--- config.mk ---
export PLATFORM = sky130hd
export DESIGN_NAME = out_capture_fifo_flat
export DESIGN_NICKNAME = d
export VERILOG_FILES = /design/src/rtl/out_capture_fifo_if.sv /design/src/rtl/out_capture_fifo.sv /design/src/flat_wrapper.sv
export SDC_FILE = /design/constraint.sdc
export NUM_CORES = 1
export LEC_CHECK = 0
export BUFFER_PORTS_ARGS = -buffer_cell sky130_fd_sc_hd__buf_2
export CAP_MARGIN = 40
export CELL_PAD_IN_SITES_DETAIL_PLACEMENT = 0
export CELL_PAD_IN_SITES_GLOBAL_PLACEMENT = 2
export CORE_MARGIN = 1
export CORE_UTILIZATION = 30
export CTS_CLUSTER_SIZE = 30
export DETAILED_ROUTE_END_ITERATION = 7
export PLACE_DENSITY_LB_ADDON = 0.1
export SLEW_MARGIN = 5
export SYNTH_ARGS = -nofsm -noshare
export SYNTH_HDL_FRONTEND = slang
export SYNTH_SLANG_ARGS = --single-unit
--- constraint.sdc ---
create_clock -name clk -period 3.4 [get_ports clk]
set_input_delay 0.68 -clock clk [delete_from_list [all_inputs] [get_ports clk]]
set_output_delay 0.68 -clock clk [all_outputs]
set_load 0.01 [all_outputs]
--- src/rtl/out_capture_fifo_if.sv ---
// Capture FIFO bus: producer offer side and consumer read side.
// master drives offers and rd_ready; slave is the FIFO.
interface out_capture_fifo_if #(
    parameter int DATA_W = 32
);
    logic [DATA_W-1:0] in_data;
    logic              in_sel;
    logic              in_valid;
    logic [DATA_W:0]   rd_data;
    logic              rd_valid;
    logic              rd_ready;

    modport master (
        output in_data,
        output in_sel,
        output in_valid,
        output rd_ready,
        input  rd_data,
        input  rd_valid
    );

    modport slave (
        input  in_data,
        input  in_sel,
        input  in_valid,
        input  rd_ready,
        output rd_data,
        output rd_valid
    );
endinterface

--- src/rtl/out_capture_fifo.sv ---
// Capture FIFO for CPU out_data words tagged with select_out.
// Optional change filter: define OUT_CAPTURE_CHANGE_FILTER_EN.
module out_capture_fifo #(
    parameter int DEPTH  = 8,
    parameter int DATA_W = 32
) (
    input  logic                     clk,
    input  logic                     reset,
    out_capture_fifo_if.slave        bus,
    output logic [$clog2(DEPTH):0]   count,
    output logic                     overflow,
    output logic [7:0]               drop_cnt,
    input  logic                     clr_ovf
);
    localparam int AW = $clog2(DEPTH);
    localparam int CW = AW + 1;
    localparam logic [CW-1:0] FULL_CNT = CW'(DEPTH);

    logic [DATA_W:0] mem_q [DEPTH];
    logic [AW-1:0]   wr_ptr_q, wr_ptr_d;
    logic [AW-1:0]   rd_ptr_q, rd_ptr_d;
    logic [CW-1:0]   count_q, count_d;
    logic            ovf_q, ovf_d;
    logic [7:0]      drop_q, drop_d;

    logic [DATA_W:0] in_word;
    logic            filtered;
    logic            cand;
    logic            pop;
    logic            push;
    logic            drop;
    logic            not_empty;

    assign in_word   = {bus.in_sel, bus.in_data};
    assign not_empty = (count_q != '0);

`ifdef OUT_CAPTURE_CHANGE_FILTER_EN
    logic [DATA_W:0] hist_q;
    logic            hist_vld_q;

    // Remember the last accepted word; valid once anything was pushed.
    always_ff @(posedge clk or negedge reset) begin
        if (!reset) begin
            hist_q     <= '0;
            hist_vld_q <= 1'b0;
        end else if (push) begin
            hist_q     <= in_word;
            hist_vld_q <= 1'b1;
        end
    end

    assign filtered = hist_vld_q && (in_word == hist_q);
`else
    assign filtered = 1'b0;
`endif

    // Offer/pop qualification; a full FIFO still takes an offer if it pops.
    always_comb begin
        pop  = not_empty && bus.rd_ready;
        cand = bus.in_valid && !filtered;
        push = cand && ((count_q != FULL_CNT) || pop);
        drop = cand && !push;
    end

    // Next-state for pointers, occupancy and overflow bookkeeping.
    always_comb begin
        wr_ptr_d = wr_ptr_q;
        rd_ptr_d = rd_ptr_q;
        count_d  = count_q;
        ovf_d    = ovf_q;
        drop_d   = drop_q;
        if (push) begin
            wr_ptr_d = wr_ptr_q + AW'(1);
        end
        if (pop) begin
            rd_ptr_d = rd_ptr_q + AW'(1);
        end
        case ({push, pop})
            2'b10:   count_d = count_q + CW'(1);
            2'b01:   count_d = count_q - CW'(1);
            default: count_d = count_q;
        endcase
        if (drop) begin
            ovf_d = 1'b1;
            if (clr_ovf) begin
                drop_d = 8'd1;
            end else if (drop_q != 8'hFF) begin
                drop_d = drop_q + 8'd1;
            end
        end else if (clr_ovf) begin
            ovf_d  = 1'b0;
            drop_d = 8'd0;
        end
    end

    // Control state; reset empties the FIFO without touching storage.
    always_ff @(posedge clk or negedge reset) begin
        if (!reset) begin
            wr_ptr_q <= '0;
            rd_ptr_q <= '0;
            count_q  <= '0;
            ovf_q    <= 1'b0;
            drop_q   <= 8'd0;
        end else begin
            wr_ptr_q <= wr_ptr_d;
            rd_ptr_q <= rd_ptr_d;
            count_q  <= count_d;
            ovf_q    <= ovf_d;
            drop_q   <= drop_d;
        end
    end

    // Storage write; contents are intentionally left unreset.
    always_ff @(posedge clk) begin
        if (push && reset) begin
            mem_q[wr_ptr_q] <= in_word;
        end
    end

    // Head is shown combinationally and zeroed when empty.
    always_comb begin
        bus.rd_data  = '0;
        bus.rd_valid = not_empty;
        if (not_empty) begin
            bus.rd_data = mem_q[rd_ptr_q];
        end
    end

    assign count    = count_q;
    assign overflow = ovf_q;
    assign drop_cnt = drop_q;
endmodule

--- src/flat_wrapper.sv ---
// flat-port wrapper written by rule: the top's interface ports become plain ports
module out_capture_fifo_flat 
#(
    parameter int DEPTH  = 8,
    parameter int DATA_W = 32
)
  (clk, reset, count, overflow, drop_cnt, clr_ovf, bus_in_data, bus_in_sel, bus_in_valid, bus_rd_ready, bus_rd_data, bus_rd_valid);
  out_capture_fifo_if #(.DATA_W(DATA_W)) bus_i ();
  input  logic clk;
  input  logic reset;
  output logic [$clog2(DEPTH):0] count;
  output logic overflow;
  output logic [7:0] drop_cnt;
  input  logic clr_ovf;
  input wire logic [$bits(bus_i.in_data)-1:0] bus_in_data;
  input wire logic [$bits(bus_i.in_sel)-1:0] bus_in_sel;
  input wire logic [$bits(bus_i.in_valid)-1:0] bus_in_valid;
  input wire logic [$bits(bus_i.rd_ready)-1:0] bus_rd_ready;
  output wire logic [$bits(bus_i.rd_data)-1:0] bus_rd_data;
  output wire logic [$bits(bus_i.rd_valid)-1:0] bus_rd_valid;
  assign bus_i.in_data = bus_in_data;
  assign bus_i.in_sel = bus_in_sel;
  assign bus_i.in_valid = bus_in_valid;
  assign bus_i.rd_ready = bus_rd_ready;
  assign bus_rd_data = bus_i.rd_data;
  assign bus_rd_valid = bus_i.rd_valid;
  out_capture_fifo #(.DEPTH(DEPTH), .DATA_W(DATA_W)) u_core (.clk(clk), .reset(reset), .bus(bus_i), .count(count), .overflow(overflow), .drop_cnt(drop_cnt), .clr_ovf(clr_ovf));
endmodule
==> impl_metrics.ini <==
[grt]
grt_pass1_wl_mm = 38.16
grt_usage = 0.1362
grt_pass1_vias = 5961
antenna_found_initial = 3
grt_max_degree = 24
overflow = 0

[critical_path]
crit_type = reg -> out
start_kind = flip-flop
cp.required_ns = 2.72
r2r-start = u_core.count[2]
r2r_end = u_core.count[3]
cp_max_fo = 17
crit_arrival_ns = 2.46
cp-end-kind = primary output
r2r_cells = 7
rrSetupSlack_ns = 0.87
cp-startpoint = u_core.rd_ptr_q[0]
critPathCapture = bus_rd_data[28]

[sta]
fmax_mhz = 318.5
setup_viol = 0
min_period_ns = 3.139
tightest_slew_ns = 0.7788
fin_worst_skew_ns = 0.01127
rsz0062_at_grt = no
max_slew_margin = 0.4808
holdWs_ns = 0.2228
slew_violations = 0
period_share = 0.9234
finalHoldViolations = 0

[synth]
yosys.area.top_type = edfxtp_1
synth_cell_types = 41
ys_seq_area_frac = 0.7549
ys_ff_latch = 283
synth_top_family_by_area = multiplexers
synthMuxAreaShare = 0.1702
yosysMostFrequentCell = edfxtp_1
synth_compound_gate_area_share = 0.01517
netlist_area_mm2 = 0.01113
yosys.area_share.simple = 0.03383
synthCells = 534
synth_area_per_cell_um2 = 20.85
yosys.area.top_type_share = 0.7122
synth_commonest_cells = edfxtp_1, mux4_2, nor2_1
synthAdderAreaFrac = 0.007418
yosys_warnings = 0
ys_top_cells_by_area = edfxtp_1, mux4_2, dfrtp_1, mux2i_1, nor2_1
async_reset_ff_frac = 0.06714
synth_xor_area_frac = 0.004721
synth_nets = 578
ys.flop_type = edfxtp_1
synth-edff-count = 264

[detailed_routing]
drt-total-wl_mm = 25.20
drt_pass1_iterations = 4
drc = 0
routedWlPerCell_um = 21.86
drtAntennaViolNets = 0
dr.first_iter.drc_count = 342
routed_via_density = 4.764
num_vias = 5493

[layout]
syn_to_final_growth_pct = 21.13
final.fill_count = 3358
seqCellArea_mm2 = 0.008412
multi_input_area_mm2 = 0.002644
drive_gt1_frac = 0.3670
fin_util = 0.3692
nNetsFinal = 703

[die]
start_util = 0.3048
die_area_mm2 = 0.03788
die_y_um = 194.6
coreArea_mm2 = 0.03652
io_pins = 85
rows = 70
fp.dieW_um = 194.6

[cts]
holdBufCountCts = 0
cts-resized-gates = 0
cts_buffer_depth = 3
clk_pin_slew_worst_paths_ns = 0.06
worstSkewPairLatency_ns = 0.49
cts_max_level = 2
cts_buffers = 34
clock-sinks = 283
root_buffer = clkbuf_16
cts_tree = yes

[job]
drv_cap = 0

[power_and_ir_drop]
power_density_mw_per_mm2 = 830.5
max-vdd-ir-drop_mv = 0.5006
leakagePower_uw = 0.004636

[placement]
place_congestion = 0.7080
dp_hpwl_mm = 15.07
port-buffer-count = 84

[outcome]
status = complete, no violations

[worst_hold_path]
hp-class = in -> async
==> cells by family after synthesis <==
group,after synthesis
and+or+nand+nor,77
xor gates and xnor gates,6
muxes,106
AOI/OAI and AO/OA,23
adders and majority gates,6
DFF,283
buffers and inverters,33
==> through the flow <==
| step | total power (uW) | instances | TNS [ns] | setup slack (ns) | cell area (um2) |
|---|---|---|---|---|---|
| final | 11200 | 1153 | 0 | 0.2606 | 13480 |
| after global routing | 11780 | 1152 | 0 | 0.1039 | 13480 |
| after CTS | 11410 | 1150 | 0 | 0.04349 | 13450 |
| after detailed placement | 7777 | 1089 | 0 | 0.5793 | 12340 |
| after global placement | 7740 | 1089 | 0 | 0.5818 | 12340 |
| after floorplan | 6526 | 534 | -44.99 | -0.4544 | 11150 |
==> how the worst min path moves through the flow <==
stage	startpoint	endpoint	slack (ns)	cells past startpoint
after floorplan	reset	u_core.count[0]	0.38	0
after global placement	u_core.wr_ptr_q[0]	u_core.wr_ptr_q[0]	0.51	1
after detailed placement	u_core.wr_ptr_q[0]	u_core.wr_ptr_q[0]	0.52	1
after CTS	reset	u_core.rd_ptr_q[0]	0.21	2
after global routing	reset	u_core.rd_ptr_q[0]	0.24	2
final	reset	u_core.rd_ptr_q[0]	0.22	2
==> cell usage in the layout (no fill, tap or decap), types with 4 or more instances in the layout <==
master     synthesis  final
buf_4              4     26
clkbuf_16          0     35
edfxtp_1         264    264
nand3_1            5      5
nor2_1            38     36
mux2i_1           37     37
clkinv_1           0      4
mux4_2            66     66
bufinv_16          0      4
o21ai_0            4      4
a21oi_1            8      8
dfrtp_1           19     16
clkinv_2           0      6
inv_1              8      8
xnor2_1            4      4
or3_1              4      4
buf_2              6     84
buf_12             0      4
nand2_1           10     10
ha_1               5      5
clkbuf_1           9      8
==> repair_timing <==
item	in CTS	in global routing
setup endpoints to repair	0	9
endpoints found under the hold margin	0	0
setup buffers	0	2
==> critical path, cell delays in order, from the launching register on <==
cell     delay, ns
dfrtp_4       0.67
buf_4         0.37
mux4_2        0.55
mux2i_1       0.16
nor2_1        0.07
buf_2         0.14
==> state kept, by name, indices dropped and copies added, names as in the netlist <==
name and flops:
u_core.mem_q 264, u_core.overflow 1, u_core.drop_cnt 8, u_core.rd_ptr_q 3, u_core.wr_ptr_q 3, u_core.count 4
==> per-layer routing <==
metal	up-vias	global-route usage	share of wire
met4	4	0.03645	0.018
met3	40	0.03002	0.046
met2	117	0.2293	0.49
li1	2441	-	-
met5	-	0	0.0011
met1	2891	0.1773	0.44
==> where the power goes <==
group	total [uW]	internal (uW)	switching, uW
combinational	3110	1530	1580
sequential	4500	4130	371
clock	3590	2230	1360
total	11200	7890	3300
==> area by class of cell <==
class | count | share of cell area
well taps | 468 | 0.04343
multi-input cells | 218 | 0.1961
clock buffers | 45 | 0.06922
flip-flops and latches | 283 | 0.6238
diodes | 1 | 0.0001856
repair buffers | 114 | 0.05159
clock inverters | 16 | 0.01345
inverters | 8 | 0.002227
No activity file was read; power rests on OpenSTA's default activity.
